**config.mk**
```make
export PLATFORM = sky130hd
export DESIGN_NAME = seg_update_tx
export DESIGN_NICKNAME = d
export VERILOG_FILES = /design/src/rtl/seg_update_tx.sv
export SDC_FILE = /design/constraint.sdc
export NUM_CORES = 1
export LEC_CHECK = 0
export ABC_AREA = 1
export BUFFER_PORTS_ARGS = -buffer_cell sky130_fd_sc_hd__buf_4
export CAP_MARGIN = 20
export CORE_ASPECT_RATIO = 1.4
export CORE_MARGIN = 3
export CORE_UTILIZATION = 60
export CTS_BUF_LIST = sky130_fd_sc_hd__clkbuf_8
export DETAILED_ROUTE_END_ITERATION = 10
export PLACE_DENSITY = 0.9
export SLEW_MARGIN = 25
export SYNTH_ARGS = -nofsm -noshare
export SYNTH_HDL_FRONTEND = slang
export SYNTH_SLANG_ARGS = --single-unit
```
**constraint.sdc**
```tcl
create_clock -name clk -period 4.26 [get_ports clk]
set_clock_uncertainty 0.15 [all_clocks]
set_input_delay 0.639 -clock clk [delete_from_list [all_inputs] [get_ports clk]]
set_output_delay 0.639 -clock clk [all_outputs]
set_load 0.01 [all_outputs]
```
**src/rtl/seg_update_tx.sv**
```systemverilog
// seg_update_tx: debounced pushbutton -> one 7-segment update strobe per press.
// Ports: clk, reset (sync, active-high), key_n (raw button, active-low),
//   sw[3:0] (hex value), io_flag (1-cycle strobe), seg_out[6:0]
//   (active-low {g,f,e,d,c,b,a}), busy (FSM not idle).
module seg_update_tx #(
    parameter int DEBOUNCE_CYCLES = 4,
    parameter int CNT_W           = 16
) (
    input  logic       clk,
    input  logic       reset,
    input  logic       key_n,
    input  logic [3:0] sw,
    output logic       io_flag,
    output logic [6:0] seg_out,
    output logic       busy
);

    typedef enum logic [2:0] {
        IDLE,
        PRESS_DB,
        FIRE,
        HELD,
        REL_DB
    } state_t;

    localparam logic [CNT_W-1:0] CNT_MAX = CNT_W'(DEBOUNCE_CYCLES - 1);
    localparam logic [CNT_W-1:0] CNT_ONE = CNT_W'(1);

    // Two-flop synchronisers; key flops reset to "released".
    logic       key_q1, key_q2;
    logic [3:0] sw_q1, sw_q2;
    logic       key_s;
    logic [3:0] sw_s;

    state_t           state_q, state_d;
    logic [CNT_W-1:0] cnt_q, cnt_d;
    logic [6:0]       seg_q, seg_d;
    logic             flag_q, flag_d;
    logic             busy_q, busy_d;

    assign key_s   = key_q2;
    assign sw_s    = sw_q2;
    assign io_flag = flag_q;
    assign seg_out = seg_q;
    assign busy    = busy_q;

    function automatic logic [6:0] enc(input logic [3:0] v);
        logic [6:0] s;
        case (v)
            4'h0: s = 7'b1000000;
            4'h1: s = 7'b1111001;
            4'h2: s = 7'b0100100;
            4'h3: s = 7'b0110000;
            4'h4: s = 7'b0011001;
            4'h5: s = 7'b0010010;
            4'h6: s = 7'b0000010;
            4'h7: s = 7'b1111000;
            4'h8: s = 7'b0000000;
            4'h9: s = 7'b0010000;
            4'hA: s = 7'b0001000;
            4'hB: s = 7'b0000011;
            4'hC: s = 7'b1000110;
            4'hD: s = 7'b0100001;
            4'hE: s = 7'b0000110;
            default: s = 7'b0001110;
        endcase
        return s;
    endfunction

    always_comb begin
        state_d = state_q;
        cnt_d   = cnt_q;
        seg_d   = seg_q;
        flag_d  = 1'b0;
        case (state_q)
            IDLE: begin
                if (!key_s) begin
                    state_d = PRESS_DB;
                    cnt_d   = CNT_ONE;
                end
            end
            PRESS_DB: begin
                if (key_s) begin
                    state_d = IDLE;
                    cnt_d   = '0;
                end else if (cnt_q == CNT_MAX) begin
                    // Capture happens here so seg_out is valid with the strobe.
                    state_d = FIRE;
                    seg_d   = enc(sw_s);
                    flag_d  = 1'b1;
                end else begin
                    cnt_d = cnt_q + CNT_ONE;
                end
            end
            FIRE: begin
                state_d = HELD;
                cnt_d   = '0;
            end
            HELD: begin
                if (key_s) begin
                    state_d = REL_DB;
                    cnt_d   = CNT_ONE;
                end
            end
            REL_DB: begin
                if (!key_s) begin
                    state_d = HELD;
                    cnt_d   = '0;
                end else if (cnt_q == CNT_MAX) begin
                    state_d = IDLE;
                    cnt_d   = '0;
                end else begin
                    cnt_d = cnt_q + CNT_ONE;
                end
            end
            default: begin
                state_d = IDLE;
                cnt_d   = '0;
            end
        endcase
        busy_d = (state_d != IDLE);
    end

    always_ff @(posedge clk) begin
        if (reset) begin
            key_q1  <= 1'b1;
            key_q2  <= 1'b1;
            sw_q1   <= '0;
            sw_q2   <= '0;
            state_q <= IDLE;
            cnt_q   <= '0;
            seg_q   <= 7'b1111111;
            flag_q  <= 1'b0;
            busy_q  <= 1'b0;
        end else begin
            key_q1  <= key_n;
            key_q2  <= key_q1;
            sw_q1   <= sw;
            sw_q2   <= sw_q1;
            state_q <= state_d;
            cnt_q   <= cnt_d;
            seg_q   <= seg_d;
            flag_q  <= flag_d;
            busy_q  <= busy_d;
        end
    end

endmodule
```
==> results of run 1 <==
-- layout by cell type (no fill, tap or decap), types with 3 or more instances in the layout --
master	synthesis	layout
dfxtp_1	38	38
inv_1	42	42
a21oi_1	13	13
inv_2	3	3
nor3_1	4	4
clkbuf_8	0	6
nand4_1	15	15
nand2_1	77	77
or2_2	3	3
buf_4	0	15
nand3_1	22	22
nor2_2	3	3
nor2_1	45	45
nand2_4	3	3
ha_1	7	7
o21ai_0	11	11
o211ai_1	3	3
o21bai_1	4	4
-- state kept, by name, indices dropped and copies added (netlist names) --
name	cells
busy	1
cnt_q	16
io_flag	1
key_q1	1
key_q2	1
seg_out	7
state_q	3
sw_q1	4
sw_q2	4
-- report_power, final --
group | leakage (uW) | internal [uW] | switching (uW)
registers | 0.000309 | 361 | 6.27
logic | 0.000663 | 15.7 | 30.7
clock network | 0.0000714 | 250 | 126
-- synth_stat cells (3+ instances only) --
cell,instances
nand2_1,77
nor2_1,45
inv_1,42
dfxtp_1,38
nand3_1,22
nand4_1,15
a21oi_1,13
o21ai_0,11
ha_1,7
clkbuf_1,4
nor3_1,4
o21bai_1,4
inv_2,3
nand2_4,3
nor2_2,3
o211ai_1,3
or2_2,3
-- layer usage --
metal  part of all wire  wire length, microns  up-vias
met4              0.037                   186        0
met2               0.53                  2640       77
li1                   -                     -     1044
met3              0.050                   252       19
met5                  0                     0        -
met1               0.39                  1940      931
-- worst max-delay path, delay by kind of cell (launching register included) --
kind            cells  cell delay, ns
compound gates      1            0.25
fa+ha+maj           1            0.26
buf+inv             1            0.11
flops               1            0.43
simple gates        5            0.82
-- layout make-up --
type	count	share of cell area
clock inverters	2	0.0252
multi-input cells	226	0.482
inverters	45	0.0709
clock buffers	6	0.0346
well taps	39	0.0205
flip-flops and latches	38	0.319
repair buffers	15	0.0472
-- through the flow --
step,util,total power [uW],setup WS (ns)
finish,0.735,790,2.13
floorplan,-,408,2.68
global placement,0.691,417,2.33
detailed placement,0.691,420,2.28
global route,0.735,813,1.95
CTS,0.735,792,2.19
-- logic make-up (layout without fill, tap and decap cells) --
kind of cell / count (synthesis) / after routing / synth area share
fa+ha+maj: 7 / 7 / 0.0413
buf+inv: 53 / 68 / 0.0986
compound gates: 38 / 38 / 0.105
xor+xnor: 3 / 3 / 0.0124
flops: 38 / 38 / 0.359
simple gates: 178 / 178 / 0.384
-- how the worst min path moves through the flow --
stage / endpoint / slack (ns)
final: sw_q2[2] / 0.26
after global routing: sw_q2[2] / 0.26
after CTS: sw_q2[2] / 0.26
after detailed placement: sw_q2[2] / 0.25
after global placement: sw_q2[3] / 0.24
after floorplan: sw_q2[0] / 0.24
==> impl_metrics.tcl, run 1 <==
set metrics [dict create \
    first_iter_violations 118 \
    hold_class "reg -> reg" \
    yosys_warnings 0 \
    drv_slew 0 \
    fmax_mhz 468 \
    use_met2 0.444 \
    nFillCells 270 \
    postSynthCellCount 317 \
    rsz0062_at_grt "false" \
    root_buffer "clkbuf_8" \
    fp-row-count 24 \
    wl_per_cell_microns 13.5 \
    clkSinkCount 38 \
    setup_viol 0 \
    gr-usage-met3 0.0576 \
    synth.distinct_cells 32 \
    layout.cells.non_filler 371 \
    synth_edf_count 0 \
    ir_drop_v 0.000358 \
    track_usage 0.246 \
    post_cts_buffers 0 \
    syn_area_sq_mm 0.00212 \
    vias_per_cell 5.58 \
    min_delay_path_depth 2 \
    worstPathArrival_ns 2.17 \
    drt-total-wl_microns 5020 \
    rr_worst_depth 8 \
    gp_congestion 0.923 \
    synth_area_leaders "dfxtp_1, nand2_1, nor2_1" \
    holdBufCountCts 0 \
    leakage_uw 0.00104 \
    grt_max_degree 20 \
    worstPathMaxFanout 18 \
    dieWidth_microns 56.2 \
    clk_latency_ns 0.29 \
    drv_cap 0 \
    cts_max_level 2 \
    period_needed_ns 2.13 \
    power_density_mw_per_mm2 332 \
    yosysTopAreaCell "dfxtp_1" \
    portBuffers 15 \
    hold-worst-slack_ns 0.258 \
    design_area_sq_mm 0.00238 \
    worstMarginPinSlew_ns 0.460 \
    timing_worst_setup_path_type "reg -> reg" \
    grt-busiest-layer "met2" \
    synthesis.nets 331 \
    overflow 0 \
    reg2reg_to "cnt_q[1]" \
    hold_viol 0 \
    dp_hpwl_microns 3650 \
    initial_core_util 0.654 \
    end_kind "flip-flop" \
    ys_async_sr_fraction 0 \
    first_global_vias 1950 \
    finalSetupTns_ns 0 \
    place_inst 363 \
    diodes 0 \
    num_io_pins 16 \
    firstDrtPassIters 5 \
    place_area_sq_mm 0.00224 \
    remaining_drc_errors 0 \
    clk_pin_slew_ns 0.08 \
    ys_ff_latch 38 \
    drive_gt1_frac 0.120 \
    final-seq-area_sq_um 761 \
    antenna_found_initial 0 \
    crit_slowest_cell "dfxtp_1" \
    multiInputGateArea_sq_mm 0.00115 \
    grt_util_met1 0.253 \
    cts_tree "built" \
    worstPathRequired_ns 4.29 \
    area_growth_pct 12.5 \
    core-area_sq_mm 0.00324 \
    ant_nets 0 \
    yosysSeqAreaShare 0.359 \
    startpoint_type "flip-flop" \
    grt_first_pass_wirelength_microns 8450 \
    maxSlewHeadroom 0.693 \
    startpoint "cnt_q[0]" \
    nNetsFinal 345 \
    synth-main-ff-cell "dfxtp_1" \
    clockBufferDepth 2 \
    reg2reg_slack_ns 2.13 \
    reg2reg_from "cnt_q[0]" \
    synth_area_per_cell_sq_um 6.69 \
    status "complete, no violations" \
    cts_resized 0 \
    vias 2071 \
    cpPeakStageDelay_ns 0.43 \
    fin_crit_sh 0.501 \
    synth_top_area_frac 0.359 \
    cp_cell_sequence "ha_1 > nand2_1 > nor2_2 > nand3_4 > nand2_4 > inv_2 > o21ai_0 > nor2_1" \
    die-area_sq_mm 0.00429 \
    hold_start "sw_q1[2]" \
    die_y_microns 76.3 \
    crit_path_end "cnt_q[1]" \
    cts_buffers 5 \
]
(Power assumes the default switching activity.)
==> run 2: changes to the inputs <==
Clock period 4.26 ns to 2.1 ns, I/O delays scaled along.
==> impl_metrics.tcl, run 2 (same netlist as run 1, synthesis figures left out) <==
set metrics [dict create \
    final-seq-area_sq_um 761 \
    antenna_found_initial 0 \
    period_needed_ns 1.90 \
    worstMarginPinSlew_ns 0.476 \
    leakage_uw 0.00102 \
    cts_tree "built" \
    largest_register_ffs 16 \
    track_usage 0.235 \
    reg2reg_to "cnt_q[8]" \
    design_area_sq_mm 0.00234 \
    min_delay_path_depth 2 \
    multiInputGateArea_sq_mm 0.00116 \
    hold_class "in -> reg" \
    nNetsFinal 346 \
    vias_per_cell 5.63 \
    grt_max_degree 20 \
    gp_congestion 0.964 \
    startpoint_type "flip-flop" \
    overflow 0 \
    drv_slew 0 \
    initial_core_util 0.654 \
    post_cts_buffers 0 \
    setup_viol 0 \
    fp-row-count 24 \
    nFillCells 270 \
    core-area_sq_mm 0.00324 \
    die_y_microns 76.3 \
    first_global_vias 2003 \
    die-area_sq_mm 0.00429 \
    hold_start "key_n" \
    drt-total-wl_microns 4820 \
    clkSinkCount 38 \
    root_buffer "clkbuf_8" \
    status "complete, no violations" \
    cts_buffers 5 \
    cts_max_level 2 \
    drv_cap 0 \
    worstPathRequired_ns 2.17 \
    clk_pin_slew_ns 0.07 \
    fin_crit_sh 0.904 \
    remaining_drc_errors 0 \
    wl_per_cell_microns 13.0 \
    drive_gt1_frac 0.118 \
    ir_drop_v 0.000547 \
    hold_viol 0 \
    final_common_cell "nand2_1" \
    fin_ws_ns 0.201 \
    most-common-layout-cells "nand2_1, nor2_1, inv_1, dfxtp_1, nand3_1" \
    rr_worst_depth 9 \
    rsz0062_at_grt "false" \
    reg2reg_slack_ns 0.20 \
    holdBufCountCts 0 \
    grt_first_pass_wirelength_microns 8140 \
    cts_resized 0 \
    place_area_sq_mm 0.00225 \
    end_kind "flip-flop" \
    dp_hpwl_microns 3660 \
    first_iter_violations 90 \
    maxSlewHeadroom 0.682 \
    timing_worst_setup_path_type "reg -> reg" \
    clockBufferDepth 2 \
    worstPathMaxFanout 18 \
    vias 2084 \
    top_register "cnt_q" \
    hold_end "key_q1" \
    diodes 0 \
    finalSetupTns_ns 0 \
    worstPathArrival_ns 1.97 \
    area_growth_pct 10.4 \
    clk_latency_ns 0.28 \
    power_density_mw_per_mm2 561 \
    dieWidth_microns 56.2 \
    fmax_mhz 527 \
    reg2reg_from "cnt_q[0]" \
    pre_cts_ws_ns 0.209 \
    ant_nets 0 \
    portBuffers 15 \
    num_io_pins 16 \
    firstDrtPassIters 5 \
]
[run 2: power by group]
group | internal, uW | switching [uW]
sequential | 734 | 10.3
clock | 253 | 219
combinational | 34.0 | 62.4
[run 2: routing by layer]
| metal | global-route usage | vias up | wire, microns |
|---|---|---|---|
| li1 | - | 1047 | - |
| met1 | 0.233 | 944 | 1790 |
| met2 | 0.440 | 76 | 2650 |
| met3 | 0.0525 | 17 | 233 |
| met4 | 0.121 | 0 | 150 |
| met5 | 0 | - | 0 |
[run 2: worst max path at each step]
stage | start | endpoint | cells after the start
after global routing | cnt_q[0] | cnt_q[1] | 9
after detailed placement | cnt_q[0] | cnt_q[8] | 9
after global placement | cnt_q[0] | cnt_q[13] | 9
after CTS | cnt_q[0] | cnt_q[8] | 9
after floorplan | cnt_q[0] | cnt_q[2] | 9
final | cnt_q[0] | cnt_q[8] | 9
[run 2: cell type report]
class	instances	share of cell area
timing repair buffer	16	0.0513
multi-input combinational	226	0.495
tap	39	0.0209
clock buffer	6	0.0353
sequential	38	0.325
inverter	45	0.0722
[run 2: stage by stage]
| step | power (uW) | hold WS, ns | std cells | util |
|---|---|---|---|---|
| after CTS | 1330 | 0.0582 | 370 | 0.719 |
| after floorplan | 828 | 0.238 | 317 | - |
| final | 1310 | 0.0675 | 370 | 0.721 |
| after global routing | 1370 | 0.0687 | 370 | 0.721 |
| after global placement | 848 | 0.239 | 364 | 0.693 |
| after detailed placement | 852 | 0.252 | 364 | 0.693 |
[run 2: critical path, stage by stage, from the launching register on]
cell     delay (ns)
dfxtp_1        0.39
ha_1           0.24
nand2_1        0.10
nor2_2         0.19
nand3_4        0.21
nand2_8        0.18
inv_2          0.09
nand2_4        0.08
nand2_4        0.08
a21oi_2        0.12
==> run 3: changes to the inputs <==
Settings changed: SETUP_SLACK_MARGIN set to 0.5.
==> impl_metrics.tcl, run 3 (same netlist as run 1, synthesis figures left out) <==
set metrics [dict create \
    drive_gt1_frac 0.287 \
    cpLargestDelayFamily "simple AND/OR/NAND/NOR gates" \
    finalSetupTns_ns 0 \
    reg2reg_from "cnt_q[5]" \
    maxSlewHeadroom 0.611 \
    initial_core_util 0.654 \
    nNetsFinal 356 \
    cts_buffers 5 \
    die_y_microns 76.3 \
    worstPathRequired_ns 2.17 \
    ant_nets 0 \
    dp_hpwl_microns 3660 \
    num_io_pins 16 \
    startpoint_type "flip-flop" \
    root_buffer "clkbuf_8" \
    hold_class "in -> reg" \
    crit_slowest_cell "dfxtp_2" \
    first_iter_violations 184 \
    cpMostUsedCell "nand2_1" \
    worstPathMaxFanout 6 \
    fin_crit_sh 0.807 \
    layout.cells.non_filler 380 \
    die-area_sq_mm 0.00429 \
    hold_start "key_n" \
    cpPeakStageDelay_ns 0.39 \
    portBuffers 15 \
    firstDrtPassIters 6 \
    grt_first_pass_wirelength_microns 8450 \
    clk_pin_slew_ns 0.07 \
    cp_cell_sequence "nand2_1 > nor2_1 > nand2_1 > o21bai_2 > nand4_1 > nand3_2 > nand2_1 > inv_1" \
    period_needed_ns 1.70 \
    end_kind "flip-flop" \
    track_usage 0.244 \
    remaining_drc_errors 0 \
    startpoint "cnt_q[5]" \
    drv_cap 0 \
    clk_latency_ns 0.28 \
    first_global_vias 2041 \
    cts_tree "built" \
    hold-worst-slack_ns 0.0692 \
    rsz0062_at_grt "true" \
    worstMarginPinSlew_ns 0.583 \
    wl_per_cell_microns 16.1 \
    area_growth_pct 24.2 \
    drv_slew 0 \
    dieWidth_microns 56.2 \
    clkSinkCount 38 \
    fmax_mhz 590 \
    vias_per_cell 6.16 \
    final_common_cell "nand2_1" \
    timing_worst_setup_path_type "reg -> reg" \
    setup_viol 0 \
    cts_max_level 2 \
    diodes 0 \
    vias 2342 \
    power_density_mw_per_mm2 514 \
    final_util 0.812 \
    clockBufferDepth 2 \
    grt_max_degree 20 \
    drt-total-wl_microns 6140 \
    leakage_uw 0.00111 \
    core-area_sq_mm 0.00324 \
    status "complete, no violations" \
    fp-row-count 24 \
    ir_drop_v 0.000547 \
    gp_congestion 0.964 \
    antenna_found_initial 0 \
    place_inst 364 \
    most-common-layout-cells "nand2_1, inv_1, nor2_1, buf_4" \
    hold_viol 0 \
    top_register "cnt_q" \
    worstPathArrival_ns 1.76 \
    overflow 0 \
    crit_buf_inv 1 \
    largest_register_ffs 16 \
]
[run 3: changes by cell type in the layout (fill, tap and decap cells not counted), sizes merged]
cell	delta
nand2	+1
buf	+9
[run 3: layer usage]
| metal | vias up | routed length, microns | GRT usage |
|---|---|---|---|
| li1 | 1070 | - | - |
| met1 | 1057 | 2130 | 0.242 |
| met2 | 175 | 3140 | 0.461 |
| met3 | 40 | 480 | 0.0525 |
| met5 | - | 0 | 0 |
| met4 | 0 | 379 | 0.121 |
[run 3: area by class of cell]
class	count	area [sq um]
tap	39	48.8
sequential	38	790
fill	189	611
multi-input combinational	227	1320
clock buffer	6	82.6
timing repair buffer	25	216
inverter	45	174
[run 3: repair_timing]
| action | in CTS | in global routing |
|---|---|---|
| hold buffers | 0 | 0 |
| pin swaps | 3 | 17 |
| gates resized for setup | 16 | 53 |
| gates cloned | 0 | 1 |
| buffers inserted | 2 | 7 |
| setup endpoints to repair | 20 | 23 |
[run 3: worst paths after layout]
kind                    to  slack, ns  cells after the start
setup / recovery  cnt_q[9]       0.40                      8
hold / removal      key_q1       0.07                      2
setup reg to reg  cnt_q[9]       0.40                      8
hold reg to reg   sw_q2[3]       0.26                      2
[run 3: stage by stage]
| step | worst slack, ns | power (uW) | instance area [sq um] |
|---|---|---|---|
| 2_1_floorplan | 0.515 | 828 | 2120 |
| 6_report | 0.404 | 1350 | 2630 |
| 4_1_cts | 0.504 | 1330 | 2400 |
| 3_3_place_gp | 0.285 | 848 | 2250 |
| 5_1_grt | 0.285 | 1400 | 2630 |
| 3_5_place_dp | 0.209 | 852 | 2250 |
[run 3: worst reg2reg max path, cell delays in order, from the launching register on]
cell and delay [ns]:
dfxtp_2 0.39, nand2_1 0.18, nor2_1 0.24, nand2_1 0.10, o21bai_2 0.15, nand4_1 0.15, nand3_2 0.13, nand2_1 0.05
inv_1 0.08
[run 3: power by group]
| part | internal (uW) | switching, uW |
|---|---|---|
| Sequential | 732 | 11.8 |
| Clock | 253 | 224 |
| Combinational | 53.0 | 80.9 |
